**config.mk**
```make
export PLATFORM = sky130hd
export DESIGN_NAME = fetch_stage_flat
export DESIGN_NICKNAME = d
export VERILOG_FILES = /design/src/rtl/fetch_if.sv /design/src/rtl/fetch_stage.sv /design/src/flat_wrapper.sv
export SDC_FILE = /design/constraint.sdc
export NUM_CORES = 1
export LEC_CHECK = 0
export ABC_AREA = 0
export CORE_MARGIN = 4
export CORE_UTILIZATION = 45
export DETAILED_ROUTE_END_ITERATION = 7
export GPL_ROUTABILITY_DRIVEN = 0
export PLACE_DENSITY = 0.83
export SLEW_MARGIN = 20
export SYNTH_ARGS = -nofsm -noshare
export SYNTH_HDL_FRONTEND = slang
export SYNTH_SLANG_ARGS = --single-unit
```
**constraint.sdc**
```tcl
create_clock -name clk -period 4.64 [get_ports clk]
set_clock_uncertainty 0.05 [all_clocks]
set_input_delay 0.464 -clock clk [delete_from_list [all_inputs] [get_ports clk]]
set_output_delay 0.464 -clock clk [all_outputs]
set_load 0.05 [all_outputs]
```
**src/rtl/fetch_if.sv**
```systemverilog
// Fetch-stage bus: decode controls, instruction-memory read handshake and IF/ID outputs.
// master = fetch stage, slave = decode/memory side.
interface fetch_if;
    logic        stall;
    logic        doBranch;
    logic [15:0] branchTarget;
    logic [15:0] imemAddr;
    logic        imemRd;
    logic        imemDone;
    logic [15:0] imemData;
    logic [15:0] instrOut;
    logic [15:0] nextPcOut;
    logic        validOut;
    logic        err;

    modport master (
        input  stall, doBranch, branchTarget, imemDone, imemData,
        output imemAddr, imemRd, instrOut, nextPcOut, validOut, err
    );
    modport slave (
        output stall, doBranch, branchTarget, imemDone, imemData,
        input  imemAddr, imemRd, instrOut, nextPcOut, validOut, err
    );
endinterface

```
**src/rtl/fetch_stage.sv**
```systemverilog
// Instruction fetch: owns the PC, handshakes with a multi-cycle imem, drives IF/ID.
// Optional FETCH_ALIGN_CHK_EN: odd PC in RUN halts fetch and sets sticky err.
module fetch_stage #(
    parameter logic [15:0] RESET_PC  = 16'h0000,
    parameter logic [15:0] NOP_INSTR = 16'h0800
) (
    input  logic     clk,
    input  logic     rst,
    fetch_if.master  bus
);
    typedef enum logic [1:0] {RUN, WAIT, HOLD, HALTED} state_t;

    state_t      state;
    logic [15:0] pc, tgtPc, holdBuf;
    logic        squash;
    logic        alignBad, reqActive, done, loadEn, isHalt;
    logic [15:0] pcPlus2, loadWord;

`ifdef FETCH_ALIGN_CHK_EN
    assign alignBad = (state == RUN) && pc[0];
`else
    assign alignBad = 1'b0;
`endif

    assign reqActive    = ((state == RUN) && !alignBad) || (state == WAIT);
    assign bus.imemRd   = reqActive;
    assign bus.imemAddr = pc;
    assign done         = reqActive && bus.imemDone;
    assign pcPlus2      = pc + 16'd2;

    always_comb begin
        loadEn   = 1'b0;
        loadWord = bus.imemData;
        if (done && !squash && !bus.stall) begin
            loadEn = 1'b1;
        end else if ((state == HOLD) && !bus.stall) begin
            loadEn   = 1'b1;
            loadWord = holdBuf;
        end
    end
    assign isHalt = (loadWord[15:11] == 5'b00000);

    always_ff @(posedge clk or posedge rst) begin
        if (rst) begin
            state         <= RUN;
            pc            <= RESET_PC;
            tgtPc         <= RESET_PC;
            holdBuf       <= NOP_INSTR;
            squash        <= 1'b0;
            bus.instrOut  <= NOP_INSTR;
            bus.nextPcOut <= 16'h0000;
            bus.validOut  <= 1'b0;
        end else begin
            // IF/ID: flush on redirect, load on acceptance, hold on stall, otherwise drain
            if (bus.doBranch || (!loadEn && !bus.stall)) begin
                bus.instrOut  <= NOP_INSTR;
                bus.nextPcOut <= 16'h0000;
                bus.validOut  <= 1'b0;
            end else if (loadEn) begin
                bus.instrOut  <= loadWord;
                bus.nextPcOut <= pcPlus2;
                bus.validOut  <= 1'b1;
            end

            if (bus.doBranch) begin
                // An in-flight read cannot be aborted: keep the address until it completes
                if (reqActive && !bus.imemDone) begin
                    squash <= 1'b1;
                    tgtPc  <= bus.branchTarget;
                    state  <= WAIT;
                end else begin
                    squash <= 1'b0;
                    pc     <= bus.branchTarget;
                    state  <= RUN;
                end
            end else begin
                case (state)
                    RUN, WAIT: begin
                        if (alignBad) begin
                            state <= HALTED;
                        end else if (done) begin
                            if (squash) begin
                                squash <= 1'b0;
                                pc     <= tgtPc;
                                state  <= RUN;
                            end else if (bus.stall) begin
                                holdBuf <= bus.imemData;
                                state   <= HOLD;
                            end else begin
                                pc    <= pcPlus2;
                                state <= isHalt ? HALTED : RUN;
                            end
                        end else begin
                            state <= WAIT;
                        end
                    end
                    HOLD: begin
                        if (!bus.stall) begin
                            pc    <= pcPlus2;
                            state <= isHalt ? HALTED : RUN;
                        end
                    end
                    default: ;
                endcase
            end
        end
    end

`ifdef FETCH_ALIGN_CHK_EN
    logic errQ;
    always_ff @(posedge clk or posedge rst) begin
        if (rst)           errQ <= 1'b0;
        else if (alignBad) errQ <= 1'b1;
    end
    assign bus.err = errQ;
`else
    assign bus.err = 1'b0;
`endif
endmodule

```
**src/flat_wrapper.sv**
```systemverilog
// flat-port wrapper written by rule: the top's interface ports become plain ports
module fetch_stage_flat 
#(
    parameter logic [15:0] RESET_PC  = 16'h0000,
    parameter logic [15:0] NOP_INSTR = 16'h0800
)
  (clk, rst, bus_stall, bus_doBranch, bus_branchTarget, bus_imemDone, bus_imemData, bus_imemAddr, bus_imemRd, bus_instrOut, bus_nextPcOut, bus_validOut, bus_err);
  fetch_if bus_i ();
  input  logic clk;
  input  logic rst;
  input wire logic [$bits(bus_i.stall)-1:0] bus_stall;
  input wire logic [$bits(bus_i.doBranch)-1:0] bus_doBranch;
  input wire logic [$bits(bus_i.branchTarget)-1:0] bus_branchTarget;
  input wire logic [$bits(bus_i.imemDone)-1:0] bus_imemDone;
  input wire logic [$bits(bus_i.imemData)-1:0] bus_imemData;
  output wire logic [$bits(bus_i.imemAddr)-1:0] bus_imemAddr;
  output wire logic [$bits(bus_i.imemRd)-1:0] bus_imemRd;
  output wire logic [$bits(bus_i.instrOut)-1:0] bus_instrOut;
  output wire logic [$bits(bus_i.nextPcOut)-1:0] bus_nextPcOut;
  output wire logic [$bits(bus_i.validOut)-1:0] bus_validOut;
  output wire logic [$bits(bus_i.err)-1:0] bus_err;
  assign bus_i.stall = bus_stall;
  assign bus_i.doBranch = bus_doBranch;
  assign bus_i.branchTarget = bus_branchTarget;
  assign bus_i.imemDone = bus_imemDone;
  assign bus_i.imemData = bus_imemData;
  assign bus_imemAddr = bus_i.imemAddr;
  assign bus_imemRd = bus_i.imemRd;
  assign bus_instrOut = bus_i.instrOut;
  assign bus_nextPcOut = bus_i.nextPcOut;
  assign bus_validOut = bus_i.validOut;
  assign bus_err = bus_i.err;
  fetch_stage #(.RESET_PC(RESET_PC), .NOP_INSTR(NOP_INSTR)) u_core (.clk(clk), .rst(rst), .bus(bus_i));
endmodule
```
# --- Word level (Yosys, flattened, before mapping) ---
# Cells that the tools add are included.
# Widths: inputs -> output; s select.
word_totals:
  in_bits: 37
  wordCells: 68
  n_memories: 0
  ram_bits: 0
  mem_bits_ro: 0
  latch_bits: 0
  ff_bits: 84
op_classes:
  n_eq_ne: 5
  n_bitwise: 2
  order_cmp: 0
  div: 0
  shift: 0
  multipliers: 0
  mux: 28
  reduce_logical: 24
  addsub: 1
ops:
  columns: ["op", "count"]
  rows:
  - ["$mux 16", 11]
  - ["$pmux 16 s2", 1]
  - ["$add 16x2->16 const B", 1]
  - ["$mux 2", 6]
  - ["$mux 1", 9]
  - ["$logic_and 1x1->1", 6]
  - ["$reduce_and 2->1", 3]
  - ["$reduce_bool 2->1", 3]
  - ["$logic_not 5->1", 1]
  - ["$reduce_and 5->1", 1]
  - ["$logic_not 1->1", 4]
  - ["$pmux 2 s2", 1]
  - ["$ne 3x2->1 const B", 1]
  - ["$ne 3x3->1 const B", 1]
  - ["$reduce_and 3->1", 1]
  - ["$reduce_bool 3->1", 1]
  - ["$eq 2x1->1 const B", 1]
  - ["$eq 2x2->1 const B", 1]
  - ["$logic_not 2->1", 1]
  - ["$logic_or 1x1->1", 2]
  - ["$ne 2x2->1 const B", 1]
  - ["$not 1->1", 2]
  - ["$reduce_or 2->1", 1]

# --- Depth between registers and ports, before layout ---
# Gate-level depths: netlist of run 1.
logic_depth:
  depth_word: 13
  depth_mapped: 8
  ltp_nobuf: 6

# --- Least setup slack after synthesis of run 1 ---
# Ideal clock, no wire load.
synth_timing:
  path_kind: "register to register"
  from: "reg u_core.pc[1], in the netlist u_core.bus.imemAddr[1]"
  to: "reg u_core.pc[15], in the netlist u_core.bus.imemAddr[15]"
  setup_time_ns: 0.064
  stages_incl_launch_ff: 7
  synth_period_minus_slack_ns: 2.206
  path_slack_ns: 2.434
  arrival_ns: 2.092
  n_path_buf: 0
  path_cell_list: "dfrtp_1 > ha_1 > nand2_1 > or2_2 > or3_1 > a21oi_1 > o22a_2"
synth_via:
  elab_chain_cells: 6
synth_lines:
  columns: ["element", "line_no", "source"]
  rows:
  - ["start, declared", "fetch_stage.sv:14", "logic [15:0] pc, tgtPc, holdBuf;"]
  - ["start signal, assigned", "fetch_stage.sv:73", "pc <= bus.branchTarget;"]
  - ["start signal, assigned", "fetch_stage.sv:84", "pc <= tgtPc;"]
  - ["start signal, assigned", "fetch_stage.sv:90", "pc <= pcPlus2;"]
  - ["$add 16x2->16 *", "fetch_stage.sv:29", "assign pcPlus2 = pc + 16'd2;"]
  - ["$mux 16 *", "fetch_stage.sv:86, fetch_stage.sv:98", null]
  - ["$mux 16", "fetch_stage.sv:82", "if (squash) begin"]
  - ["$mux 16", "fetch_stage.sv:81", "end else if (done) begin"]
  - ["$pmux 16 s2 *", "fetch_stage.sv:77", "case (state)"]
  - ["$mux 16 *", "fetch_stage.sv:65", "if (bus.doBranch) begin"]
# Every way passes the cells marked *; elsewhere a longest branch is shown, timed or not. The select of a mux whose other input is x is not followed.
# A chain may end at the register's enable or synchronous reset.

# --- Worst setup path in the final report of run 1 ---
layout_timing:
  from: "reg u_core.state[1]"
  to: "reg u_core.bus.instrOut[12]"
layout_via:
  elab_chain_cells: 10
  word_cells_on_any_way: 18
layout_lines:
  columns: ["element", "line_no", "source"]
  rows:
  - ["start, declared", "fetch_stage.sv:13", "state_t state;"]
  - ["start signal, assigned", "fetch_stage.sv:91", "state <= isHalt ? HALTED : RUN;"]
  - ["start signal, assigned", "fetch_stage.sv:100", "state <= isHalt ? HALTED : RUN;"]
  - ["$eq 2x1->1 or $logic_not 2->1 (tied branches)", "fetch_stage.sv:25", "assign reqActive = ((state == RUN) && !alignBad) || (state == WAIT);"]
  - ["$logic_or 1x1->1", "fetch_stage.sv:25", null]
  - ["$logic_and 1x1->1", "fetch_stage.sv:28", "assign done = reqActive && bus.imemDone;"]
  - ["$logic_and 1x1->1 (2 in a row)", "fetch_stage.sv:34", "if (done && !squash && !bus.stall) begin"]
  - ["$mux 1", "fetch_stage.sv:34", null]
  - ["$logic_not 1->1", "fetch_stage.sv:55", "if (bus.doBranch || (!loadEn && !bus.stall)) begin"]
  - ["$logic_and 1x1->1", "fetch_stage.sv:55", null]
  - ["$logic_or 1x1->1", "fetch_stage.sv:55", null]
  - ["$mux 16 or $reduce_bool 2->1 (tied branches)", null, null]
  - ["end signal, assigned", "fetch_stage.sv:60", "bus.instrOut <= loadWord;"]
  - ["end, declared", "fetch_if.sv:18", "output imemAddr, imemRd, instrOut, nextPcOut, validOut, err"]
# Several ways; a longest one is shown, not always the timed one. The select of a mux whose other input is x is not followed.

==> results.tsv, run 1 <==
metric	value	unit
drv_slew	0	
antenna_left	0	
grt_pass1_wl	17010	um
post_cts_resized	0	
criticalPathCategory	flop to flop	
yosysTopAreaCell	dfrtp_1	
clkLatencyLatePin	0.36	ns
die_h	104.3	um
clk_path_buf_depth	2	
htreeDepth	3	
hold_path_class	flop to flop	
drive_gt1_frac	0.1420	
setup_viol	0	
initial_core_util	0.4697	
yosysMostFrequentCell	dfrtp_1	
hold_viol	0	
grt_max_degree	64	
drc	0	
vias	3319	
numCtsBuffers	9	
ys_warn_count	0	
timing.final.ws_setup	1.973	ns
clockRootBuffer	clkbuf_8	
die_width	104.3	um
final_net_count	512	
power_density	381.9	mW/mm^2
overflow	0	
synth_async_sr_flop_share	1.000	
fin_crit_sh	0.5748	
synthesis.nets	436	
dp_hpwl	7323	um
die-area	0.01089	sq mm
critPathMaxFanout	29	
fp.coreArea	0.008891	sq mm
setup_tns	0	ns
crit_required	4.79	ns
synth-edff-count	0	
syn_area	0.004177	sq mm
vias_per_cell	5.654	
synthTopCellsByArea	dfrtp_1 (49%), mux2_2 (8.6%), o21ai_0 (4.4%), mux2i_1 (4.1%), nand2_1 (4.0%)	
worstPathArrival	2.82	ns
tightest_slew	1.003	ns
synth_seq_cells	84	
outcome	complete, no violations	
antenna_cells	0	
cap_violations	0	
ir_drop	163.4	uV
timing.fmax	374.9	MHz
rsz0062_at_grt	no	
drt-initial-drc-count	303	
post-cts-setup-buffers	0	
drtPass1Iterations	5	
area_growth	25.76	%
endpoint_kind	flop	
rows	34	
grt_util_all_layers	0.1927	
grt_antenna_before_repair	0	
synth_top_area_share	0.4913	
reg2reg_slack	1.97	ns
syn_avg_cell_area	10.49	sq um
start_kind	flop	
cts_tree	yes	
place_ws	1.725	ns
io_buffers	86	
ys_types	57	
ios	88	
totalPowerFinal	2006	uW
p_leak	0.002100	uW
period_needed	2.667	ns
slew_headroom	0.3307	
postSynthCellCount	398	
wire_per_inst	17.41	um
grt_pass1_vias	3354	
cts_hold_buf	0	
cts.reportedPaths.clkPinSlew	0.09	ns
finalWirelength	10220	um
cts_sinks	84	
synth_common_cells	dfrtp_1 (82), nand2_1 (45), o21ai_0 (37), mux2_2 (32), nor2_1 (20)	
yosysSeqAreaShare	0.5039	
synth-main-ff-cell	dfrtp_1	
[worst max-delay path: stages (launching register included)]
cell	delay [ns]
dfrtp_1	0.53
nand2b_1	0.37
nand2_1	0.37
nand2_2	0.25
or2_1	0.72
o21ai_0	0.22
[placed cells by master (no fill, tap or decap), drive strengths merged, types with 2 or more instances in the layout]
cell type	synthesis	final
inv	5	9
o21a	3	3
o22ai	3	3
clkdlybuf4s50	0	86
buf	19	5
nor3b	3	3
clkinv	0	2
nand4	4	4
nand3	3	3
dfstp	2	2
clkbuf	7	9
a211oi	4	4
mux2i	17	17
nand2b	5	5
a21oi	20	20
nor4	3	3
dfrtp	82	82
mux2	32	32
o22a	3	3
xor2	6	6
a221oi	5	5
nor3	6	6
a22o	3	3
nor2	21	21
o21ai	46	46
o31ai	2	2
nand2	46	46
or4	2	2
and3	10	10
or3	3	3
xnor2	15	15
or2	3	3
[cell families after synthesis]
logic type	Yosys count	share of synthesized area
mux	49	0.1270
flops	84	0.5039
buf+inv	31	0.03865
simple gates	116	0.1465
fa+ha+maj	1	0.002995
other cells	1	0.0008979
xor+xnor	21	0.04404
compound gates	95	0.1360
[area by class of cell]
class,instances,area [sq um]
inverter,5,21.27
multi-input combinational,283,1913
fill,706,3638
sequential,84,2105
clock inverter,7,56.30
clock buffer,9,123.9
timing repair buffer,91,898.4
tap,108,135.1
[final timing paths]
path                                                          start  cells past startpoint                              endpoint
worst max-delay path                    u_core.state[1]$_DFFE_PP0P_                      5   u_core.bus.instrOut[12]$_DFFE_PP0P_
worst min-delay path            u_core.bus.instrOut[11]$_DFFE_PP1P_                      2   u_core.bus.instrOut[11]$_DFFE_PP1P_
worst max register to register          u_core.state[1]$_DFFE_PP0P_                      5   u_core.bus.instrOut[12]$_DFFE_PP0P_
worst min register to register  u_core.bus.instrOut[11]$_DFFE_PP1P_                      2   u_core.bus.instrOut[11]$_DFFE_PP1P_
max in group asynchronous                                       rst                      3          u_core.tgtPc[10]$_DFFE_PP0P_
min in group asynchronous                                       rst                      2  u_core.bus.nextPcOut[11]$_DFFE_PP0P_
[metal layers]
| layer | up-vias | GRT usage | share of wire |
|---|---|---|---|
| met5 | - | 0 | 0 |
| met4 | 0 | 0.09497 | 0.027 |
| met3 | 22 | 0.03911 | 0.058 |
| met2 | 132 | 0.3044 | 0.48 |
| met1 | 1592 | 0.2526 | 0.43 |
| li1 | 1573 | - | - |
[sequential cells by signal, indices dropped and copies added, names as in the netlist]
register and count:
u_core.bus.imemAddr 16, u_core.bus.instrOut 16, u_core.bus.nextPcOut 16, u_core.bus.validOut 1
u_core.holdBuf 16, u_core.squash 1, u_core.state 2, u_core.tgtPc 16
[through the flow]
step / util / std cells / hold slack, ns / cell area [sq um]
3_3_place_gp: 0.5704 / 571 / 0.3999 / 5071
2_1_floorplan: - / 398 / 0.4222 / 4177
4_1_cts: 0.5906 / 587 / 0.4203 / 5251
5_1_grt: 0.5908 / 587 / 0.4579 / 5253
3_5_place_dp: 0.5704 / 571 / 0.4109 / 5071
6_report: 0.5908 / 587 / 0.4185 / 5253
[where the power goes]
group	switching [uW]	internal [uW]
clock network	288	202
logic	328	234
registers	114	841
total	729	1280
Power figures use the tool's default switching activity.
==> run 2: changes to the inputs <==
--- a/config.mk
+++ b/config.mk
@@ -10,7 +10,7 @@
 export CORE_UTILIZATION = 45
 export DETAILED_ROUTE_END_ITERATION = 7
 export GPL_ROUTABILITY_DRIVEN = 0
-export PLACE_DENSITY = 0.83
+export PLACE_DENSITY = 0.86
 export SLEW_MARGIN = 20
 export SYNTH_ARGS = -nofsm -noshare
 export SYNTH_HDL_FRONTEND = slang
==> constraint.sdc (replaced) <==
create_clock -name clk -period 2.2 [get_ports clk]
set_clock_uncertainty 0.05 [all_clocks]
set_input_delay 0.22 -clock clk [delete_from_list [all_inputs] [get_ports clk]]
set_output_delay 0.22 -clock clk [all_outputs]
set_load 0.05 [all_outputs]
==> run 2 against run 1 <==
Compared with the run above: sequential power is 110% higher; via count up 3.5%; cell area up 3.3%; non-clock buffer count increased by 13; setup slack worse by 1.8 ns; combinational power up 120%; clock-buffer cell count increased by 2; utilization increased by 2.0 points; clock power up 130%; final cell count grew 2.2%; critical path type is now flop to primary output; largest cell class unchanged.
==> results.tsv, run 2 (synthesis gave the netlist of run 1 again) <==
metric	value	unit	change
outcome	complete, no violations		
power_frac_comb	0.281		about the same
switching_power	1516	uW	+110%
worstPathArrival	1.79	ns	-1.03 ns
worstPathCellList	clkdlybuf4s50_1		
finalWirelength	10770	um	+5.4%
cts_sinks	84		unchanged
start_kind	flop		
dp_hpwl	7783	um	+6.3%
endpoint_kind	primary output		
drv_slew	0		unchanged
drive_gt1_frac	0.1748		+0.03283
numCtsBuffers	9		unchanged
grt_pass1_wl	17720	um	+4.2%
fin_crit_sh	0.9363		
crit_required	1.93	ns	-2.86 ns
wire_per_inst	17.95	um	+3.1%
tightest_slew	0.5530	ns	-0.4499 ns
vias_per_cell	5.723		+1.2%
period_needed	2.060	ns	
grt_pass1_vias	3475		+3.6%
p_leak	0.002176	uW	+3.7%
final_common_cell	clkdlybuf4s50_1		
cap_violations	0		unchanged
drtPass1Iterations	5		unchanged
io_buffers	86		unchanged
swShare	0.3469		-0.01671
die-area	0.01089	sq mm	unchanged
clk_path_buf_depth	2		unchanged
timing.fmax	485.5	MHz	
worst_path_largest_cell_delay	0.88	ns	+0.16 ns
path_buf_inv	1		+1
die_width	104.3	um	unchanged
ir_drop	507.3	uV	+210%
totalPowerFinal	4371	uW	+120%
vias	3434		+3.5%
ios	88		unchanged
criticalPathCategory	flop to primary output		
antenna_cells	0		unchanged
drt-initial-drc-count	353		+17%
rows	34		unchanged
area_growth	29.96	%	
grt_util_all_layers	0.2015		+0.008713
clkPwrFrac	0.256		+0.012
clockRootBuffer	clkbuf_8		
fp.coreArea	0.008891	sq mm	unchanged
power_density	805.3	mW/mm^2	+110%
slew_headroom	0.6302		+0.2995
antenna_left	0		unchanged
n_fill_cell	704		-0.28%
hold_path_class	input port to async pin		
grt_antenna_before_repair	0		unchanged
setup_viol	0		unchanged
critPathMaxFanout	9		-69%
rsz0062_at_grt	no		
initial_core_util	0.4697		unchanged
drc	0		unchanged
hold_viol	0		unchanged
internal-power	2855	uW	+120%
pwr-share-seq	0.463		-0.013
cts_hold_buf	0		unchanged
htreeDepth	3		unchanged
overflow	0		unchanged
cp_slowest_cell	clkdlybuf4s50_1		
setup_tns	0	ns	unchanged
clkLatencyLatePin	0.36	ns	about the same
final_net_count	525		+2.5%
die_h	104.3	um	unchanged
cts_tree	yes		
layout_common_cells	clkdlybuf4s50_1 (85), dfrtp_1 (79), nand2_1 (45)		
grt_max_degree	55		-14%
cts.reportedPaths.clkPinSlew	0.09	ns	about the same
cpLargestDelayFamily	buffers and inverters		
## run 2: cell count changes in the layout (fill, tap and decap cells not counted), moves of 2 or more
| cell | previous run | this run |
|---|---|---|
| buf_12 | 0 | 3 |
| buf_4 | 5 | 16 |
| clkinvlp_4 | 1 | 3 |
| dfrtp_1 | 82 | 79 |
| dfrtp_2 | 0 | 3 |
| inv_6 | 4 | 1 |
## run 2: path summary, 6_finish.rpt
check,from,endpoint,slack (ns),depth (start not counted)
worst max-delay path,u_core.bus.imemAddr[4]$_DFFE_PP0P_,bus_imemAddr[4],0.14,1
worst min-delay path,rst,u_core.holdBuf[4]$_DFFE_PP0P_,0.24,3
worst max register to register,u_core.bus.imemAddr[1]$_DFFE_PP0P_,u_core.bus.imemAddr[15]$_DFFE_PP0P_,0.14,6
worst min register to register,u_core.bus.instrOut[11]$_DFFE_PP1P_,u_core.bus.instrOut[11]$_DFFE_PP1P_,0.42,2
max in group asynchronous,rst,u_core.holdBuf[11]$_DFFE_PP1P_,1.52,3
min in group clk,u_core.bus.instrOut[11]$_DFFE_PP1P_,u_core.bus.instrOut[11]$_DFFE_PP1P_,0.42,2
## run 2: area by class of cell
type                    instances  area, sq um  share of cell area
clock buffers                  11        141.4             0.02605
clock inverters                 5        58.81             0.01083
inverters                       5        22.52            0.004149
multi-input cells             283         1931              0.3557
flip-flops and latches         84         2108              0.3884
well taps                     108        135.1             0.02490
repair buffers                104         1031              0.1899
## run 2: power groups by stage
stage / Combinational [uW] / Clock (uW) / Sequential, uW
floorplan: 529 / 0 / 2270
global placement: 1190 / 0 / 2020
detailed placement: 1220 / 0 / 2040
CTS: 1220 / 1150 / 2010
global route: 1310 / 1210 / 2050
finish: 1230 / 1120 / 2020
## run 2: per-layer routing
layer	vias up	wire, um	global-route usage	part of all wire
met5	-	0	0	0
met4	0	356	0.09782	0.033
met3	32	630	0.04159	0.058
met2	143	5289	0.3192	0.49
met1	1668	4494	0.2631	0.42
li1	1591	-	-	-
## run 2: metrics by stage
| step | cell area [sq um] | setup slack (ns) | hold slack (ns) | std cells | util |
|---|---|---|---|---|---|
| detailed placement | 5207 | 0.001674 | 0.4071 | 584 | 0.5857 |
| finish | 5428 | 0.1402 | 0.2353 | 600 | 0.6105 |
| CTS | 5414 | 0.06998 | 0.2310 | 600 | 0.6089 |
| floorplan | 4182 | 0.01815 | 0.3205 | 398 | - |
| global placement | 5207 | 0.07399 | 0.4002 | 584 | 0.5857 |
| global route | 5428 | 0.04779 | 0.2461 | 600 | 0.6105 |
## run 2: tightest hold or removal path, delay by kind of cell
family / cells / cell delay [ns]
buffers and inverters: 3 / 0.77
## run 2: repair_timing
| item | CTS | global route |
|---|---|---|
| gates resized for setup | 1 | 4 |
| setup endpoints to repair | 1 | 3 |
| setup buffers | 0 | 0 |
==> run 3: changes to the inputs <==
--- a/config.mk
+++ b/config.mk
@@ -5,7 +5,6 @@
 export SDC_FILE = /design/constraint.sdc
 export NUM_CORES = 1
 export LEC_CHECK = 0
-export ABC_AREA = 0
 export CORE_MARGIN = 4
 export CORE_UTILIZATION = 45
 export DETAILED_ROUTE_END_ITERATION = 7
==> results of run 3 <==
Final layout, timing and power as in run 2 (identical DEF).
